`src/rtl/sym_pkg.sv`:
```
// Shared constants and sizing helpers for the mirror-symmetry stream detector.
package sym_pkg;

    localparam logic MODE_SYM  = 1'b0;
    localparam logic MODE_ANTI = 1'b1;

    function automatic int pairs(input int w);
        return w / 2;
    endfunction

    function automatic int cnt_width(input int w);
        return $clog2(w / 2 + 1);
    endfunction

endpackage

```
`src/rtl/sym_popcount.sv`:
```
// Combinational adder-tree population count; leaves beyond N are zero padding.
module sym_popcount #(
    parameter int N     = 4,
    parameter int CNT_W = 3
) (
    input  logic [N-1:0]     bits_i,
    output logic [CNT_W-1:0] count_o
);

    localparam int LEVELS = (N > 1) ? $clog2(N) : 0;
    localparam int LEAVES = 1 << LEVELS;

    // Heap layout: node[1] is the root, node[LEAVES..2*LEAVES-1] are the leaves.
    logic [CNT_W-1:0] node [1:2*LEAVES-1];

    for (genvar i = 0; i < LEAVES; i++) begin : g_leaf
        if (i < N) begin : g_bit
            assign node[LEAVES+i] = CNT_W'(bits_i[i]);
        end else begin : g_pad
            assign node[LEAVES+i] = '0;
        end
    end

    for (genvar i = 1; i < LEAVES; i++) begin : g_sum
        assign node[i] = node[2*i] + node[2*i+1];
    end

    assign count_o = node[1];

endmodule

```
`src/rtl/sym_stream_detector.sv`:
```
// Two-stage valid/ready pipeline that scores each word for mirror (anti-)symmetry
// and keeps saturating delivery statistics.
module sym_stream_detector
    import sym_pkg::*;
#(
    parameter int WIDTH  = 8,
    parameter int CNT_W  = cnt_width(WIDTH),
    parameter int STAT_W = 16
) (
    input  logic              clk,
    input  logic              rst,
    input  logic              in_valid,
    output logic              in_ready,
    input  logic [WIDTH-1:0]  in_data,
    input  logic              in_mode,
    input  logic [CNT_W-1:0]  in_tol,
    output logic              out_valid,
    input  logic              out_ready,
    output logic              out_sym,
    output logic              out_match,
    output logic [CNT_W-1:0]  out_mismatch,
    input  logic              clear_stats,
    output logic [STAT_W-1:0] frame_cnt,
    output logic [STAT_W-1:0] match_cnt,
    output logic [STAT_W-1:0] run_len
);

    localparam int P = pairs(WIDTH);

    logic              rdy_q;
    logic              s1_valid_q;
    logic [P-1:0]      s1_diff_q;
    logic [P-1:0]      s1_diff_d;
    logic [CNT_W-1:0]  s1_tol_q;
    logic              s2_valid_q;
    logic              s2_sym_q;
    logic              s2_match_q;
    logic [CNT_W-1:0]  s2_mis_q;
    logic [CNT_W-1:0]  pop_cnt;
    logic              s1_adv;
    logic              s2_adv;
    logic              accept;
    logic              deliver;
    logic [STAT_W-1:0] frame_q, frame_d;
    logic [STAT_W-1:0] match_q, match_d;
    logic [STAT_W-1:0] run_q, run_d;

    assign s2_adv   = ~s2_valid_q | out_ready;
    assign s1_adv   = ~s1_valid_q | s2_adv;
    assign in_ready = s1_adv & rdy_q;
    assign accept   = in_valid & in_ready;
    assign deliver  = s2_valid_q & out_ready;

    // A set bit marks a pair that violates the requested relationship.
    always_comb begin
        s1_diff_d = '0;
        for (int k = 0; k < P; k++) begin
            s1_diff_d[k] = in_data[k] ^ in_data[WIDTH-1-k] ^ (in_mode == MODE_ANTI);
        end
    end

    sym_popcount #(.N(P), .CNT_W(CNT_W)) u_pop (
        .bits_i  (s1_diff_q),
        .count_o (pop_cnt)
    );

    // Holds in_ready low through the first clock after reset release.
    always_ff @(posedge clk or posedge rst) begin
        if (rst) rdy_q <= 1'b0;
        else     rdy_q <= 1'b1;
    end

    always_ff @(posedge clk or posedge rst) begin
        if (rst) begin
            s1_valid_q <= 1'b0;
            s1_diff_q  <= '0;
            s1_tol_q   <= '0;
        end else if (s1_adv) begin
            s1_valid_q <= accept;
            if (accept) begin
                s1_diff_q <= s1_diff_d;
                s1_tol_q  <= in_tol;
            end
        end
    end

    always_ff @(posedge clk or posedge rst) begin
        if (rst) begin
            s2_valid_q <= 1'b0;
            s2_mis_q   <= '0;
            s2_sym_q   <= 1'b0;
            s2_match_q <= 1'b0;
        end else if (s2_adv) begin
            s2_valid_q <= s1_valid_q;
            if (s1_valid_q) begin
                s2_mis_q   <= pop_cnt;
                s2_sym_q   <= (pop_cnt == '0);
                s2_match_q <= (pop_cnt <= s1_tol_q);
            end
        end
    end

    // Clear wins over a same-cycle delivery; every counter sticks at all-ones.
    always_comb begin
        frame_d = frame_q;
        match_d = match_q;
        run_d   = run_q;
        if (clear_stats) begin
            frame_d = '0;
            match_d = '0;
            run_d   = '0;
        end else if (deliver) begin
            if (frame_q != '1) frame_d = frame_q + STAT_W'(1);
            if (s2_match_q) begin
                if (match_q != '1) match_d = match_q + STAT_W'(1);
                if (run_q != '1)   run_d   = run_q + STAT_W'(1);
            end else begin
                run_d = '0;
            end
        end
    end

    always_ff @(posedge clk or posedge rst) begin
        if (rst) begin
            frame_q <= '0;
            match_q <= '0;
            run_q   <= '0;
        end else begin
            frame_q <= frame_d;
            match_q <= match_d;
            run_q   <= run_d;
        end
    end

    assign out_valid    = s2_valid_q;
    assign out_sym      = s2_sym_q;
    assign out_match    = s2_match_q;
    assign out_mismatch = s2_mis_q;
    assign frame_cnt    = frame_q;
    assign match_cnt    = match_q;
    assign run_len      = run_q;

endmodule

```
`config.mk`:
```
export PLATFORM = sky130hd
export DESIGN_NAME = sym_stream_detector
export DESIGN_NICKNAME = d
export VERILOG_FILES = /design/src/rtl/sym_pkg.sv /design/src/rtl/sym_popcount.sv /design/src/rtl/sym_stream_detector.sv
export SDC_FILE = /design/constraint.sdc
export NUM_CORES = 1
export LEC_CHECK = 0
export ABC_AREA = 1
export BUFFER_PORTS_ARGS = -buffer_cell sky130_fd_sc_hd__clkbuf_2
export CAP_MARGIN = 10
export CORE_MARGIN = 1
export CORE_UTILIZATION = 25
export CTS_BUF_LIST = sky130_fd_sc_hd__clkbuf_2 sky130_fd_sc_hd__clkbuf_4 sky130_fd_sc_hd__clkbuf_8
export CTS_CLUSTER_DIAMETER = 40
export DETAILED_ROUTE_END_ITERATION = 7
export GPL_ROUTABILITY_DRIVEN = 0
export PLACE_DENSITY = 0.54
export SYNTH_ARGS = -nofsm -noshare
export SYNTH_HDL_FRONTEND = slang
export SYNTH_SLANG_ARGS = --single-unit
export TNS_END_PERCENT = 20
```
`constraint.sdc`:
```
create_clock -name clk -period 4.54 [get_ports clk]
set_input_delay 0.681 -clock clk [delete_from_list [all_inputs] [get_ports clk]]
set_output_delay 0.681 -clock clk [all_outputs]
set_load 0.02 [all_outputs]
```
Word-level counts from Yosys, hierarchy flattened:

Cells that the tools add are included.

* flip-flop bits (word level): 63
* input bits: 17
* output and inout port bits: 55
* logic and storage cells: 58

* add/subtract/negate cells: 6
* $lt $le $gt $ge: 1
* equal/unequal tests: 4
* mux-type cells: 11
* bitwise logic cells: 15
* reductions and logical operators: 10

Operators by type and width (count)
* 2-to-1 mux 16 bit: 11
* adder 16 x 1 -> 16 bit (second input constant): 3
* != test 16 bit (second input constant): 3
* AND reduction 2 bit: 4
* nonzero test 2 bit: 4
* XOR 1 bit: 8
* adder 1 x 1 -> 2 bit: 2
* adder 2 x 2 -> 3 bit: 1
* bitwise AND 1 bit: 3
* less-or-equal comparator 3 bit: 1
* logical NOT 3 bit: 1
* != test 3 x 2 -> 1 bit (second input constant): 1
* AND reduction 3 bit: 1
* inverter 1 bit: 2
* bitwise OR 1 bit: 2

Logic depth before layout (Yosys ltp):

* word-level depth: 6
* gate-level depth with buffers: 10
* depth with buffers taken out: 9

By module:

A second synthesis with hierarchy kept.

* cell total of the unflattened synthesis: 518
* area, all modules: 3776.1 um2

Modules (own cells, without submodules)
* sym_stream_detector: instances 1, cells an instance 514, area an instance 3718.6 um2, sequential area each 1576.5 um2
* sym_popcount: instances 1, cells an instance 4, area an instance 57.6 um2, sequential area each 0.0 um2

Least setup slack after synthesis:

No wires, ideal clock.

* path type: flip-flop to flip-flop
* from: register s1_diff_q[0]
* to: register s2_match_q (netlist: out_match)
* library setup time: 0.135 ns
* arrival time: 1.865 ns
* data required time: 4.405 ns
* setup slack: 2.539 ns
* cell stages (with the launch flop): 9
* path buffers: 0
* clock period less this slack: 2.001 ns
* cells stage by stage: dfrtp_1 fa_1 ha_1 xor2_1 ha_1 nand2_1 nand2_1 o221ai_1 o21ai_0

* cells in the longest elaborated chain, start to end: 3

RTL lines
* start, declared: RTL line sym_stream_detector.sv:32 `logic [P-1:0] s1_diff_q;`
* start signal, assigned: RTL line sym_stream_detector.sv:81 `s1_diff_q <= s1_diff_d;`
* adder 1 x 1 -> 2 bit: RTL line sym_popcount.sv:25 `assign node[i] = node[2*i] + node[2*i+1];`
* adder 2 x 2 -> 3 bit: RTL line sym_popcount.sv:25
* named net pop_cnt[1]: RTL line sym_stream_detector.sv:39 `logic [CNT_W-1:0] pop_cnt;`
* less-or-equal comparator 3 bit: RTL line sym_stream_detector.sv:98 `s2_match_q <= (pop_cnt <= s1_tol_q);`
* end signal, assigned: RTL line sym_stream_detector.sv:98
* end, declared: RTL line sym_stream_detector.sv:37 `logic s2_match_q;`

The timed path passes the listed nets, and every way through them passes these cells.
A chain may end at the register's enable or synchronous reset.

Worst setup path in the final report:

Ends and elaborated chain as after synthesis.

==> results_dict.tcl <==
set metrics [dict create \
    via_per_inst 4.34 \
    routedWlPerCell_microns 11.7 \
    final_cell_count_no_fill 777 \
    status "finished, final reports clean" \
    clkTransAtPathRegs_ps 70 \
    cpPeakStageDelay_ps 580 \
    drt-pass1-iter-count 5 \
    syn_area_per_cell_sq_um 7.28 \
    crit_end "out_match" \
    grt_max_degree 33 \
    finalMaxSlewViolations 0 \
    max_freq_mhz 462 \
    critical_path_cell_count 8 \
    fin_setup_tns_ps 0 \
    hp-class "primary input to asynchronous set/reset pin" \
    die_width_microns 124 \
    path_cells "fa_1 -> ha_1 -> xor2_1 -> ha_1 -> nand2_1 -> nand2_1 -> o221ai_1 -> o21ai_0" \
    synth_ff_type "dfrtp_1" \
    grt_use_total 0.126 \
    synth-edff-count 0 \
    power_uw 1440 \
    synth_warnings 0 \
    setup_viol 0 \
    stdcell_area_sq_um 4460 \
    reg2regPathDepth 8 \
    path_delay_family "adder cells" \
    post_cts_buffers 0 \
    mostFrequentLayoutCell "nand2_1" \
    rsz0062_at_grt "false" \
    row_count 44 \
    fp.dieH_microns 124 \
    finalHoldViolCount 0 \
    critPathSlowestCell "fa_1" \
    drtIter0Drc 178 \
    worstSkewPairLatency_ps 360 \
    post_cts_hold_buffer_count 0 \
    cts_tree "built" \
    cts_sinks 63 \
    ys_seq_area_frac 0.420 \
    dr_total_vias 3369 \
    clock_path_buffers 2 \
    maxCapViolations 0 \
    power_density_nw_per_um2 324 \
    wl_microns 9090 \
    cts.repair.resized 0 \
    syn_area_sq_um 3750 \
    place_area_sq_um 4270 \
    r2r_setup_slack_ps 2380 \
    worstReg2RegEnd "out_match" \
    postSynthCellCount 515 \
    numPortBuffers 71 \
    irDropWorstVdd_v 0.000176 \
    antenna_left 0 \
    cp-end-kind "register" \
    relSlewSlack 0.446 \
    io_pins 72 \
    skew_ps 10.9 \
    grt-ovfl-total 0 \
    hpwl_microns 6740 \
    critPathBufInv 0 \
    synth-seq-cells 63 \
    finalCriticalPeriod_ps 2160 \
    syn_nets 540 \
    cp.required_ps 4770 \
    fin_crit_sh 0.477 \
    drive_gt1_frac 0.187 \
    core_area_sq_um 14600 \
    die-area_sq_um 15500 \
    critical_path_class "register to register" \
    ys_types 34 \
    antenna_found_initial 0 \
    root_buffer "clkbuf_8" \
    crit_arrival_ps 2390 \
    grt_pass1_vias 3237 \
    startpoint_type "register" \
    grt_pass1_wl_microns 15800 \
    path_max_fanout 3 \
    worst_pin_slew_ps 826 \
    utilization 0.305 \
    dp.cells 762 \
    fillers 1586 \
    ys_async_sr_fraction 1.00 \
    n_antenna_cell 0 \
    crit_path_start "s1_diff_q[0]" \
    area.growth.synth_to_final_pct 18.9 \
    htreeDepth 3 \
    drc 0 \
    start_util 0.257 \
    timing.rr.start "s1_diff_q[0]" \
    p_leak_uw 0.00223 \
    cts_buffers 9 \
    finalNetCount 614 \
    mostFrequentLayoutCells "nand2_1 (213), clkbuf_2 (71), dfrtp_1 (63), nor2_1 (47), inv_1 (34)" \
]
Yosys cell counts, types with 2 or more instances:
cell type / n / area share
nand2_1: 213 / 0.21
dfrtp_1: 63 / 0.42
nor2_1: 47 / 0.047
inv_1: 35 / 0.035
nand3_1: 33 / 0.044
o21ai_0: 22 / 0.029
xor2_1: 16 / 0.037
xnor2_1: 12 / 0.028
nand4_1: 10 / 0.017
ha_1: 7 / 0.023
o21ai_1: 6 / 0.0080
nor2_2: 5 / 0.0083
buf_2: 4 / 0.0053
inv_2: 4 / 0.0040
nand2_2: 4 / 0.0067
nor3_1: 4 / 0.0053
o21bai_1: 4 / 0.0080
or2_2: 4 / 0.0067
buf_6: 3 / 0.0090
a21oi_1: 2 / 0.0027
nand2_4: 2 / 0.0060
nand3b_1: 2 / 0.0040
nor3b_1: 2 / 0.0040
state kept, by name, indices dropped and copies added, names as in the netlist:
register and cells:
out_mismatch 3, run_len 16, s1_diff_q 4, frame_cnt 16
out_valid 1, match_cnt 16, out_sym 1, rdy_q 1
out_match 1, s1_valid_q 1, s1_tol_q 3
power by group:
| part | total, uW | leakage [uW] | switching, uW | internal [uW] |
|---|---|---|---|---|
| Combinational | 310 | 0.00128 | 202 | 108 |
| Sequential | 665 | 0.000851 | 53.3 | 612 |
| Clock | 469 | 0.0000942 | 232 | 238 |
kinds of logic (layout without fill, tap and decap cells):
logic type / count (synthesis) / after routing / synth area share
AO/OA/AOI/OAI: 37 / 37 / 0.0547
flip-flops: 63 / 63 / 0.420
buffers and inverters: 49 / 127 / 0.0594
other: 1 / 1 / 0.00100
AND/OR/NAND/NOR: 329 / 329 / 0.370
XOR/XNOR: 28 / 28 / 0.0654
adder cells (fa/ha/maj): 8 / 8 / 0.0287
metrics by stage:
stage	hold WS (ps)	setup WS [ps]
after floorplan	447	2290
after global placement	457	2440
after detailed placement	470	2370
after CTS	426	2350
after global routing	463	2190
final	408	2380
layer usage:
| metal | GRT usage | vias to the layer above | routed length [microns] |
|---|---|---|---|
| met3 | 0.0301 | 10 | 393 |
| met2 | 0.203 | 78 | 4150 |
| met5 | 0 | - | 0 |
| met4 | 0.0574 | 0 | 144 |
| li1 | - | 1769 | - |
| met1 | 0.160 | 1512 | 4400 |
area by class of cell:
cell class                 instances  area, sq um  area share
clock buffer                      12          165      0.0371
clock inverter                     3         17.5     0.00393
inverter                          39          146      0.0328
multi-input combinational        403         1950       0.438
sequential                        63         1580       0.354
tap                              184          230      0.0517
timing repair buffer              73          370      0.0831
how the worst min path moves through the flow:
stage | slack, ps | end
CTS | 430 | out_sym
global placement | 460 | out_valid
finish | 410 | out_sym
detailed placement | 470 | out_mismatch[1]
global route | 460 | out_sym
floorplan | 450 | out_valid
Power figures use the tool's default switching activity.
